===== src/rtl/find_extreme_seq.sv =====
// Sequential min/max reducer over N packed W-bit elements, LANES elements per clock,
// with signed/unsigned compare and argmin/argmax index output.
module find_extreme_seq #(
    parameter int N     = 8,
    parameter int W     = 16,
    parameter int LANES = 1,
    localparam int IDXW = ($clog2(N) > 0) ? $clog2(N) : 1
) (
    input  logic            clk,
    input  logic            rst_n,
    input  logic            start,
    input  logic            mode_max,
    input  logic            is_signed,
    input  logic [N*W-1:0]  numbers,
    output logic            busy,
    output logic            done,
    output logic [W-1:0]    result,
    output logic [IDXW-1:0] index
);

    localparam int G  = (N + LANES - 1) / LANES;
    localparam int GW = ($clog2(G) > 0) ? $clog2(G) : 1;

    typedef enum logic [1:0] {IDLE, SCAN, DONE} state_t;

    state_t          state, state_next;
    logic [W-1:0]    elems [N];
    logic            cap_max, cap_signed;
    logic [GW-1:0]   group;
    logic [W-1:0]    acc_val;
    logic [IDXW-1:0] acc_idx;
    logic [W-1:0]    best_val;
    logic [IDXW-1:0] best_idx;
    logic            capture, last_group;

    assign capture    = (state != SCAN) && start;
    assign last_group = (group == GW'(G - 1));
    assign busy       = (state == SCAN);
    assign done       = (state == DONE);

    function automatic logic beats(input logic [W-1:0] cand, input logic [W-1:0] cur,
                                   input logic want_max, input logic use_signed);
        logic lt, gt;
        if (use_signed) begin
            lt = $signed(cand) < $signed(cur);
            gt = $signed(cand) > $signed(cur);
        end else begin
            lt = cand < cur;
            gt = cand > cur;
        end
        return want_max ? gt : lt;
    endfunction

    // Lane tree: ascending lane order plus a strict compare keeps the lowest index on ties.
    always_comb begin
        int   idx;
        logic have;
        // NOTE: every combinational output gets a default first, so no path leaves it unassigned (no latch).
        best_val = acc_val;
        best_idx = acc_idx;
        have     = (group != '0);
        // NOTE: blocking assignments here model a chain of compares evaluated in order within one cycle.
        for (int l = 0; l < LANES; l++) begin
            idx = int'(group) * LANES + l;
            if (idx < N) begin
                if (!have || beats(elems[IDXW'(idx)], best_val, cap_max, cap_signed)) begin
                    best_val = elems[IDXW'(idx)];
                    best_idx = IDXW'(idx);
                    have     = 1'b1;
                end
            end
        end
    end

    always_comb begin
        state_next = state;
        unique case (state)
            IDLE:    if (start) state_next = SCAN;
            SCAN:    if (last_group) state_next = DONE;
            DONE:    state_next = start ? SCAN : IDLE;
            default: state_next = IDLE;
        endcase
    end

    always_ff @(posedge clk or negedge rst_n) begin
        if (!rst_n) begin
            state      <= IDLE;
            group      <= '0;
            acc_val    <= '0;
            acc_idx    <= '0;
            cap_max    <= 1'b0;
            cap_signed <= 1'b0;
            result     <= '0;
            index      <= '0;
            // NOTE: the element copy is a small register bank, not a RAM, so clearing it on reset is cheap and intended.
            for (int i = 0; i < N; i++) elems[i] <= '0;
        end else begin
            state <= state_next;
            if (capture) begin
                for (int i = 0; i < N; i++) elems[i] <= numbers[i*W +: W];
                cap_max    <= mode_max;
                cap_signed <= is_signed;
                group      <= '0;
            end else if (state == SCAN) begin
                acc_val <= best_val;
                acc_idx <= best_idx;
                group   <= group + GW'(1);
                if (last_group) begin
                    result <= best_val;
                    index  <= best_idx;
                end
            end
        end
    end

endmodule


===== config.mk =====
export PLATFORM = sky130hd
export DESIGN_NAME = find_extreme_seq
export DESIGN_NICKNAME = d
export VERILOG_FILES = /design/src/rtl/find_extreme_seq.sv
export SDC_FILE = /design/constraint.sdc
export NUM_CORES = 1
export LEC_CHECK = 0
export CORE_MARGIN = 2
export CORE_UTILIZATION = 42
export CTS_CLUSTER_DIAMETER = 50
export DETAILED_ROUTE_END_ITERATION = 8
export PLACE_DENSITY = 0.67
export SYNTH_ARGS = -nofsm -noshare
export SYNTH_HDL_FRONTEND = slang
export SYNTH_SLANG_ARGS = --single-unit

===== constraint.sdc =====
create_clock -name clk -period 5.3 [get_ports clk]
set_clock_uncertainty 0.05 [all_clocks]
set_input_delay 1.59 -clock clk [delete_from_list [all_inputs] [get_ports clk]]
set_output_delay 1.59 -clock clk [all_outputs]
set_load 0.01 [all_outputs]

==> impl_metrics.toml, run 1 <==
[status]
status = "complete, no violations"

[timing]
slew_headroom = 0.2482
post_route_minimum_period_ns = 4.672
holdWs_ns = 0.4385
max_slew_violation_total_from_the_final_report = 0
finalSetupViolations = 0
achievable-frequency_mhz = 214.0
tns_ns = 0
finalHoldViolCount = 0
final.setup.worst_slack_ns = 0.6279
timing_worst_slew_pin_value_ns = 1.124
grt_setup_unrepaired = "no"
timing.final.crit_share = 0.8815

[floorplanning]
boundaryPins = 154
die-width_um = 143.7
core_area_mm2 = 0.01933
floorplan.initialDensity = 0.4242
rows = 51
die_area_mm2 = 0.02066
die_height_um = 143.7

[setup_path]
cells_along_the_critical_path = "buf_12 -> mux4_2 -> mux2_2 -> ha_1 -> a21oi_1 -> o21ai_0 -> a221oi_1 -> nand3_2 -> xnor2_1 -> a211oi_4 -> buf_4 -> mux2_2"
r2r_start = "group[0]"
required_ns = 5.56
max_stage_delay_ns = 0.64
timing.setup.critical_path_class = "flip-flop to flip-flop"
r2r_cells = 12
r2r_setup_slack_ns = 0.63
worst-path-buf-inv = 2
startpoint_class = "flip-flop"
path_max_fanout = 23
timing.critical_path.slowest_stage_cell = "sky130_fd_sc_hd__dfrtp_2"
critPathCaptureType = "flip-flop"
cp_top_family = "compound AO/OA/AOI/OAI gates"
worst-endpoint-arrival_ns = 4.93
critPathMostFrequentCell = "sky130_fd_sc_hd__mux2_2"
rr_endpoint = "acc_idx[0]"

[global_routing]
grt_first_pass_wirelength_mm = 31.63
pin_count_of_the_biggest_net_entering_global_routing = 102
global_route.peak_usage_layer = "met2"
grt_util_met1 = 0.2737
grt_antenna_before_repair = 4
globalRoute.totalOverflow = 0
global_route.usage.total = 0.2038
grtUsageMet3 = 0.06998
met2_usage = 0.3135
grt_pass1_vias = 5831

[cts]
clk_latency_ns = 0.43
post-cts-setup-buffers = 0
cts_buffer_depth = 2
clk_pin_slew_worst_paths_ns = 0.06
tritoncts.num_buffers = 17
clock_tree.root_cell = "sky130_fd_sc_hd__clkbuf_16"
postCtsHoldBufs = 0
cts_repair_resize_count = 0
htreeDepth = 4
number_of_clock_sinks_seen_by_cts = 173
cts_tree = "yes"

[logic_synthesis]
synth.most_common_cell = "sky130_fd_sc_hd__dfrtp_1"
ys.warnings.count = 0
netlist_instances = 586
synth_top_area_cell = "sky130_fd_sc_hd__dfrtp_1"
synth.distinct_cells = 37
netlist_top_cells_count = "sky130_fd_sc_hd__dfrtp_1 (173), sky130_fd_sc_hd__mux2_2 (165), sky130_fd_sc_hd__mux4_2 (32)"
asyncSetResetFlopFracSynth = 1.000
ys_ff_latch = 173
post_synth_instance_area_mm2 = 0.008202
yosys.area.top_type_share = 0.5278
ys_seq_area_frac = 0.5278
post_syn_nets = 738
synth_area_per_cell_um2 = 14.00
synth_top_cells_by_area = "sky130_fd_sc_hd__dfrtp_1 (53%), sky130_fd_sc_hd__mux2_2 (23%), sky130_fd_sc_hd__mux4_2 (8.8%)"
synth_ff_type = "sky130_fd_sc_hd__dfrtp_1"
synth_enable_flop_cells = 0

[placement]
gp_congestion = 0.9017
detailedPlacementHpwl_mm = 14.54
pre_cts_slack_ns = 0.6349
port-buffer-count = 153

[cells_and_area]
fillerInstances = 1594
layout.area.seq_mm2 = 0.004332
multiInputGateArea_mm2 = 0.003628
drive_gt1_frac = 0.3261
layout-area-overhead-vs-synth_pct = 29.08
final_net_count = 880

[hold_path]
hold_path_startpoint = "result[11]"
hold-path-cell-count = 2
worst_hold_path_class = "flip-flop to flip-flop"
hold-path-endpoint = "result[11]"

[drt]
detailroute.via_count = 5469
drc_violation_total_after_the_first_tritonroute_iteration = 316
routed_wl_mm = 19.90
drt_pre_antenna_iters = 6
drc = 0
avgViaCountPerCell = 5.436
route.detailed.wl_per_inst_um = 19.78
antenna_violating_nets_post_route = 0

[pwr]
power.total_uw = 7578
pwr_density_cell_mw_per_mm2 = 715.8
ir_worst_vdd_v = 0.0004560
power.leakage_uw = 0.004387

[run]
drv.max_cap_violation_count = 0
==> final cells by class <==
cell class	count	share of cell area
flip-flops and latches	173	0.4092
multi-input cells	350	0.3427
repair buffers	163	0.1554
clock buffers	23	0.04420
well taps	265	0.03132
clock inverters	7	0.008510
inverters	23	0.008155
diodes	2	0.0004728
==> state kept, by name, summed over array words and instances (netlist names) <==
signal and flops:
acc_val 16, cap_max 1, result 16, elems 128, group 3, cap_signed 1, state 2, index 3
acc_idx 3
==> stage by stage <==
stage | instances | cell area (µm²) | util
2_1_floorplan | 586 | 8202 | -
3_3_place_gp | 974 | 10020 | 0.5184
3_5_place_dp | 974 | 10020 | 0.5184
4_1_cts | 1004 | 10580 | 0.5473
5_1_grt | 1004 | 10580 | 0.5473
6_report | 1006 | 10590 | 0.5475
==> power breakdown <==
| part | total, µW | internal, µW | switching (µW) |
|---|---|---|---|
| Combinational | 3880 | 2030 | 1850 |
| Clock | 1200 | 711 | 492 |
| Sequential | 2500 | 2010 | 487 |
==> worst register-to-register path, cell delays in order (launching register included) <==
cell and delay, ns:
sky130_fd_sc_hd__dfrtp_2 0.64, sky130_fd_sc_hd__buf_12 0.28, sky130_fd_sc_hd__mux4_2 0.55, sky130_fd_sc_hd__mux2_2 0.30, sky130_fd_sc_hd__ha_1 0.31, sky130_fd_sc_hd__a21oi_1 0.17
sky130_fd_sc_hd__o21ai_0 0.12, sky130_fd_sc_hd__a221oi_1 0.50, sky130_fd_sc_hd__nand3_2 0.21, sky130_fd_sc_hd__xnor2_1 0.23, sky130_fd_sc_hd__a211oi_4 0.53, sky130_fd_sc_hd__buf_4 0.31
sky130_fd_sc_hd__mux2_2 0.36
==> how the worst max path moves through the flow <==
stage                         from     endpoint  slack [ns]  cells after the start
after floorplan           group[0]  acc_val[10]        1.02                     13
after global placement    group[0]   acc_val[3]        0.80                     12
after detailed placement  group[0]   acc_val[7]        0.63                     12
after CTS                 group[0]   acc_val[7]        0.61                     12
after global routing      group[0]   acc_val[5]        0.29                     12
final                     group[0]   acc_idx[0]        0.63                     12
==> cells in the final DEF (no fill, tap or decap), types with 17 or more instances in the layout <==
cell	synthesis	routed
sky130_fd_sc_hd__dfrtp_1	173	171
sky130_fd_sc_hd__mux2_2	165	165
sky130_fd_sc_hd__clkdlybuf4s50_1	0	152
sky130_fd_sc_hd__mux4_2	32	32
sky130_fd_sc_hd__nand2_1	30	29
sky130_fd_sc_hd__inv_1	22	22
sky130_fd_sc_hd__o21ai_0	21	21
sky130_fd_sc_hd__a31oi_1	19	19
sky130_fd_sc_hd__ha_1	19	19
sky130_fd_sc_hd__clkbuf_16	0	17
==> cells by family (layout without fill, tap and decap cells) <==
| group | Yosys count | in the layout | synth area share |
|---|---|---|---|
| other | 0 | 2 | 0 |
| muxes | 199 | 199 | 0.3169 |
| and+or+nand+nor | 55 | 55 | 0.03173 |
| adders and majority gates | 19 | 19 | 0.02899 |
| DFF | 173 | 173 | 0.5278 |
| AOI/OAI and AO/OA | 76 | 76 | 0.06285 |
| buffers and inverters | 63 | 216 | 0.03066 |
| xor gates and xnor gates | 1 | 1 | 0.001068 |
==> metal layers <==
metal  up-vias  routed length [µm]
met5         -                  12
met4         2                 347
met3        28                1424
met2       178                9338
met1      2789                8772
li1       2472                   -
Power figures use the tool's default switching activity.
==> run 2: changes to the inputs <==
CORE_UTILIZATION = 45   (was 42)
PLACE_DENSITY = 0.73   (was 0.67)
clock period = 3.8 ns   (was 5.3 ns; I/O delays follow)
==> run 2 against run 1 <==
Effect of this change: the flow now finishes with violations (negative setup slack); wire length up 9.3%; fmax up 21%; register-to-register slack worse by 0.67 ns; critical path type unchanged; highest routed layer unchanged.
==> impl_metrics.toml, run 2 (synthesized netlist as in run 1, its figures left out) <==
[cells_and_area]
fillerInstances = 1299
final_net_count = 923
diodes = 0
final_cell_mix = "sky130_fd_sc_hd__dfrtp_1 (172), sky130_fd_sc_hd__clkdlybuf4s50_1 (152), sky130_fd_sc_hd__mux2_2 (141)"
layout-area-overhead-vs-synth_pct = 38.03
final_design_area_no_fill_mm2 = 0.01132
final_common_cell = "sky130_fd_sc_hd__dfrtp_1"
drive_gt1_frac = 0.4018
fin_util = 0.6324
largest_registers_in_the_final_layout = "elems: 128 flops, acc_val: 16 flops, result: 16 flops"
flip_flop_count_of_the_largest_register_all_copies_and_words_added = 128
finalNonFillerCells = 1013
largest-register = "elems"

[global_routing]
global_route.usage.total = 0.2214
globalRoute.totalOverflow = 0
pin_count_of_the_biggest_net_entering_global_routing = 60
grt_antenna_before_repair = 2
grt_first_pass_wirelength_mm = 33.35
grt_pass1_vias = 6055

[timing]
achievable-frequency_mhz = 260.0
tns_ns = -0.4781
timing.final.crit_share = 1.012
timing_worst_slew_pin_value_ns = 1.368
finalSetupViolations = 20
slew_headroom = 0.08462
post_route_minimum_period_ns = 3.846
final.setup.worst_slack_ns = -0.04643
max_slew_violation_total_from_the_final_report = 0
grt_setup_unrepaired = "yes"
finalHoldViolCount = 0

[pwr]
pwr-share-seq = 0.270
power_frac_clock = 0.133
pwr_density_cell_mw_per_mm2 = 1119
power.leakage_uw = 0.004773
ir_worst_vdd_v = 0.0006659
comb_power_share = 0.597
switching_share = 0.3800
netSwitchingPower_uw = 4813
power_report.internal_total_uw = 7852

[floorplanning]
rows = 49
die-width_um = 139.0
floorplan.initialDensity = 0.4581
die_height_um = 139.0
boundaryPins = 154
die_area_mm2 = 0.01932
core_area_mm2 = 0.01790

[cts]
htreeDepth = 4
tritoncts.num_buffers = 17
postCtsHoldBufs = 0
cts_buffer_depth = 2
clk_latency_ns = 0.43
number_of_clock_sinks_seen_by_cts = 173
clock_tree.root_cell = "sky130_fd_sc_hd__clkbuf_16"
clk_pin_slew_worst_paths_ns = 0.07
cts_tree = "yes"

[drt]
detailroute.via_count = 5764
drt_pre_antenna_iters = 5
drc_violation_total_after_the_first_tritonroute_iteration = 442
drc = 0
route.detailed.wl_per_inst_um = 21.47
routed_wl_mm = 21.75
avgViaCountPerCell = 5.690
antenna_violating_nets_post_route = 0

[placement]
port-buffer-count = 153
detailedPlacementHpwl_mm = 15.03
pre_cts_slack_ns = -0.5305
number_of_cells_after_detailed_placement = 964
gp_congestion = 0.9001
postPlaceCellArea_mm2 = 0.01022

[hold_path]
hold-path-cell-count = 2
worst_hold_path_class = "flip-flop to flip-flop"
hold_path_startpoint = "result[12]"
hold-path-endpoint = "result[12]"

[setup_path]
worst-endpoint-arrival_ns = 4.13
startpoint_class = "flip-flop"
critPathCaptureType = "flip-flop"
cells_along_the_critical_path = "buf_12 -> buf_12 -> mux4_2 -> mux2_2 -> ha_4 -> nand4_1 -> nor2_2 -> a221oi_4 -> buf_4 -> a311oi_2 -> or2_4 -> o41ai_2 -> o21ai_1"
timing.setup.critical_path_class = "flip-flop to flip-flop"
timing.critical_path.slowest_stage_cell = "sky130_fd_sc_hd__mux4_2"
required_ns = 4.08
path_max_fanout = 17
crit_start = "group[0]"
worst-path-buf-inv = 3
cp_top_family = "multiplexers"
rr_endpoint = "result[7]"
critPathMostFrequentCell = "sky130_fd_sc_hd__buf_12"
r2r_cells = 13
max_stage_delay_ns = 0.55
r2r_setup_slack_ns = -0.05
r2r_start = "group[0]"

[run]
drv.max_cap_violation_count = 0

[status]
failed_checks = "negative setup slack"
status = "finished, violations left"
run 2: cell count changes in the layout (fill, tap and decap cells not counted), moves of 6 or more:
cell and change:
sky130_fd_sc_hd__ha_4 +9, sky130_fd_sc_hd__o21ai_0 -8, sky130_fd_sc_hd__buf_6 +7, sky130_fd_sc_hd__mux2_2 -24, sky130_fd_sc_hd__clkinv_4 +6, sky130_fd_sc_hd__ha_1 -9, sky130_fd_sc_hd__o21ai_1 +7, sky130_fd_sc_hd__mux2_4 +26
sky130_fd_sc_hd__buf_4 +29
run 2: stage by stage:
step	hold slack, ns	power (µW)
after floorplan	0.4163	7377
after global placement	0.4269	9071
after detailed placement	0.4342	9310
after CTS	0.4498	11200
after global routing	0.4593	13360
final	0.4368	12670
run 2: layer usage:
| layer | vias to the layer above | part of all wire | GRT usage |
|---|---|---|---|
| met3 | 41 | 0.070 | 0.06423 |
| met2 | 263 | 0.49 | 0.3482 |
| met4 | 4 | 0.021 | 0.06167 |
| li1 | 2554 | - | - |
| met5 | - | 0.00083 | 0 |
| met1 | 2902 | 0.42 | 0.3029 |
run 2: worst max path at each step:
stage                        to  slack, ns  depth (start not counted)
detailed placement    result[7]      -0.53                         11
CTS                  acc_val[8]      -0.01                         13
global route          result[7]      -0.18                         13
global placement      result[7]      -0.36                         12
floorplan           acc_val[10]      0.008                         13
finish                result[7]      -0.05                         13
run 2: area by class of cell:
cell class	count	area, µm²	area share
clock buffer	18	439.2	0.03879
clock inverter	14	136.4	0.01205
inverter	23	86.33	0.007626
multi-input combinational	352	4000	0.3533
sequential	173	4330	0.3825
tap	229	286.5	0.02531
timing repair buffer	204	2042	0.1804
run 2: timing repair:
item | in CTS | in global routing
gates cloned | 0 | 3
setup endpoints to repair | 38 | 38
setup buffers | 2 | 12
resized for setup | 7 | 68
pin swaps | 3 | 13
run 2: worst min-delay path: stages, from the launching register on:
cell                      delay, ns
sky130_fd_sc_hd__dfrtp_1       0.35
sky130_fd_sc_hd__nand2_1       0.05
sky130_fd_sc_hd__o21ai_0       0.06
run 2: power by group through the flow:
stage	sequential (µW)	clock [µW]	combinational, µW
finish	3420	1690	7560
global route	3520	1790	8050
CTS	3390	1720	6100
detailed placement	3400	0	5910
global placement	3340	0	5730
floorplan	3180	0	4200
==> run 3: changes to the inputs <==
CORE_UTILIZATION = 47   (was 45)
CTS_CLUSTER_SIZE = 20   (was not set)
PLACE_DENSITY = 0.76   (was 0.73)
==> run 3 against run 2 <==
Effect of this change: the run still ends with negative setup slack left; global-route usage rose by 0.54 points; power is 1.6% higher; non-clock buffer count fell by 7; critical path depth grew 1; cell area rose by 1.2%; wire length down 2.8%; sequential share of layout area shrank 0.46 points; setup slack got worse by 0.0033 ns; fmax hardly changed; clock power grew 12%; largest power group unchanged.
==> impl_metrics.toml, run 3 (synthesized netlist as in run 1, its figures left out) <==
[setup_path]
r2r_setup_slack_ns = -0.05
rr_endpoint = "acc_val[13]"
timing.setup.critical_path_class = "flip-flop to flip-flop"
path_max_fanout = 7
timing.critical_path.slowest_stage_cell = "sky130_fd_sc_hd__mux4_2"
required_ns = 4.06
r2r_start = "group[0]"
worst-endpoint-arrival_ns = 4.11
crit_start = "group[0]"
r2r_cells = 14
endpoint = "acc_val[13]"
cells_along_the_critical_path = "buf_12 -> buf_12 -> mux4_2 -> mux2_4 -> ha_4 -> nand4_1 -> nor4_4 -> o21ai_2 -> nand3_2 -> xnor2_2 -> a211oi_4 -> buf_6 -> buf_6 -> mux2_2"
startpoint_class = "flip-flop"
critPathCaptureType = "flip-flop"
max_stage_delay_ns = 0.56

[global_routing]
grt_antenna_before_repair = 0
pin_count_of_the_biggest_net_entering_global_routing = 80
grt_first_pass_wirelength_mm = 31.96
grt_pass1_vias = 5989
global_route.usage.total = 0.2268
globalRoute.totalOverflow = 0

[placement]
gp_congestion = 0.9215
port-buffer-count = 153
detailedPlacementHpwl_mm = 14.37
postPlaceCellArea_mm2 = 0.01018

[cells_and_area]
largest-register = "elems"
drive_gt1_frac = 0.4021
final_design_area_no_fill_mm2 = 0.01146
final_net_count = 915
largest_registers_in_the_final_layout = "elems: 128 flops, acc_val: 16 flops, result: 16 flops"
final_common_cell = "sky130_fd_sc_hd__dfrtp_1"
fin_util = 0.6673
diodes = 0
final_cell_mix = "sky130_fd_sc_hd__dfrtp_1 (171), sky130_fd_sc_hd__mux2_2 (156), sky130_fd_sc_hd__clkdlybuf4s50_1 (152)"
layout-area-overhead-vs-synth_pct = 39.76
flip_flop_count_of_the_largest_register_all_copies_and_words_added = 128

[pwr]
power.leakage_uw = 0.004786
ir_worst_vdd_v = 0.0006264
pwr_density_cell_mw_per_mm2 = 1122
power.total_uw = 12860

[cts]
number_of_clock_sinks_seen_by_cts = 173
cts_buffer_depth = 2
cts_tree = "yes"
clk_latency_ns = 0.43
clk_pin_slew_worst_paths_ns = 0.06
postCtsHoldBufs = 0
htreeDepth = 4
clock_tree.root_cell = "sky130_fd_sc_hd__clkbuf_16"
tritoncts.num_buffers = 17

[timing]
finalSetupViolations = 30
grt_setup_unrepaired = "yes"
slew_headroom = 0.05388
max_slew_violation_total_from_the_final_report = 0
final.setup.worst_slack_ns = -0.04975
timing.final.crit_share = 1.013
post_route_minimum_period_ns = 3.850
achievable-frequency_mhz = 259.8
finalHoldViolCount = 0
timing_worst_slew_pin_value_ns = 1.414

[floorplanning]
die_area_mm2 = 0.01852
boundaryPins = 154
floorplan.initialDensity = 0.4775
die-width_um = 136.1
die_height_um = 136.1
core_area_mm2 = 0.01718
rows = 48

[drt]
detailroute.via_count = 5767
drc_violation_total_after_the_first_tritonroute_iteration = 506
route.detailed.wl_per_inst_um = 21.12
drc = 0
antenna_violating_nets_post_route = 0
avgViaCountPerCell = 5.761
routed_wl_mm = 21.14
drt_pre_antenna_iters = 7

[status]
failed_checks = "negative setup slack"
status = "finished, violations left"

[hold_path]
worst_hold_path_class = "flip-flop to flip-flop"

[run]
drv.max_cap_violation_count = 0
[run 3: changes by cell type in the layout (fill, tap and decap cells not counted), sizes merged]
cell | before | now
mux2 | 167 | 166
inv | 25 | 22
buf | 52 | 40
clkbuf | 18 | 27
bufinv | 1 | 4
clkinvlp | 3 | 2
clkinv | 8 | 5
[run 3: how the worst min path moves through the flow]
stage	startpoint	to	cells past startpoint
6_report	result[10]	result[10]	2
5_1_grt	elems[125]	elems[125]	1
4_1_cts	result[10]	result[10]	2
3_5_place_dp	result[10]	result[10]	2
3_3_place_gp	result[12]	result[12]	2
2_1_floorplan	state[0]	state[0]	1
[run 3: critical path: cells and delay by family, from the launching register on]
kind | cells | cell delay [ns]
AOI/OAI and AO/OA | 2 | 0.37
DFF | 1 | 0.37
muxes | 3 | 1.23
xor gates and xnor gates | 1 | 0.11
and+or+nand+nor | 3 | 0.76
buffers and inverters | 4 | 0.57
adders and majority gates | 1 | 0.27
[run 3: layout make-up]
class                      count  area, µm²
clock inverter                10      158.9
tap                          225      281.5
clock buffer                  22      494.2
timing repair buffer         197       2148
inverter                      23      86.33
sequential                   173       4332
multi-input combinational    351       3961
fill                        1182       5714
[run 3: layer usage]
metal  GRT usage  up-vias  share of wire  wire [µm]
li1            -     2538              -          -
met1      0.3175     2936           0.43       9179
met2      0.3534      257           0.48      10180
met3     0.05257       36          0.063       1326
met4     0.07060        0          0.022        460
met5           0        -              0          0
[run 3: what timing repair did]
item / in CTS / in global routing
setup buffers: 0 / 16
setup endpoints to repair: 38 / 38
pin swaps: 4 / 11
gates resized for setup: 13 / 59
gates cloned: 0 / 6
[run 3: where the power goes]
group | switching [µW] | internal (µW)
Combinational | 3460 | 4100
Sequential | 592 | 2810
Clock | 717 | 1190
[run 3: stage by stage]
stage               hold WS [ns]  cells  setup TNS (ns)  worst slack (ns)
floorplan                 0.4163    586               0          0.008292
global placement          0.4308    947       -0.002327         -0.001296
detailed placement        0.4245    947          -2.427           -0.1981
CTS                       0.4383    979               0          0.001268
global route              0.4673   1001          -3.860           -0.1578
finish                    0.4352   1001         -0.7430          -0.04975
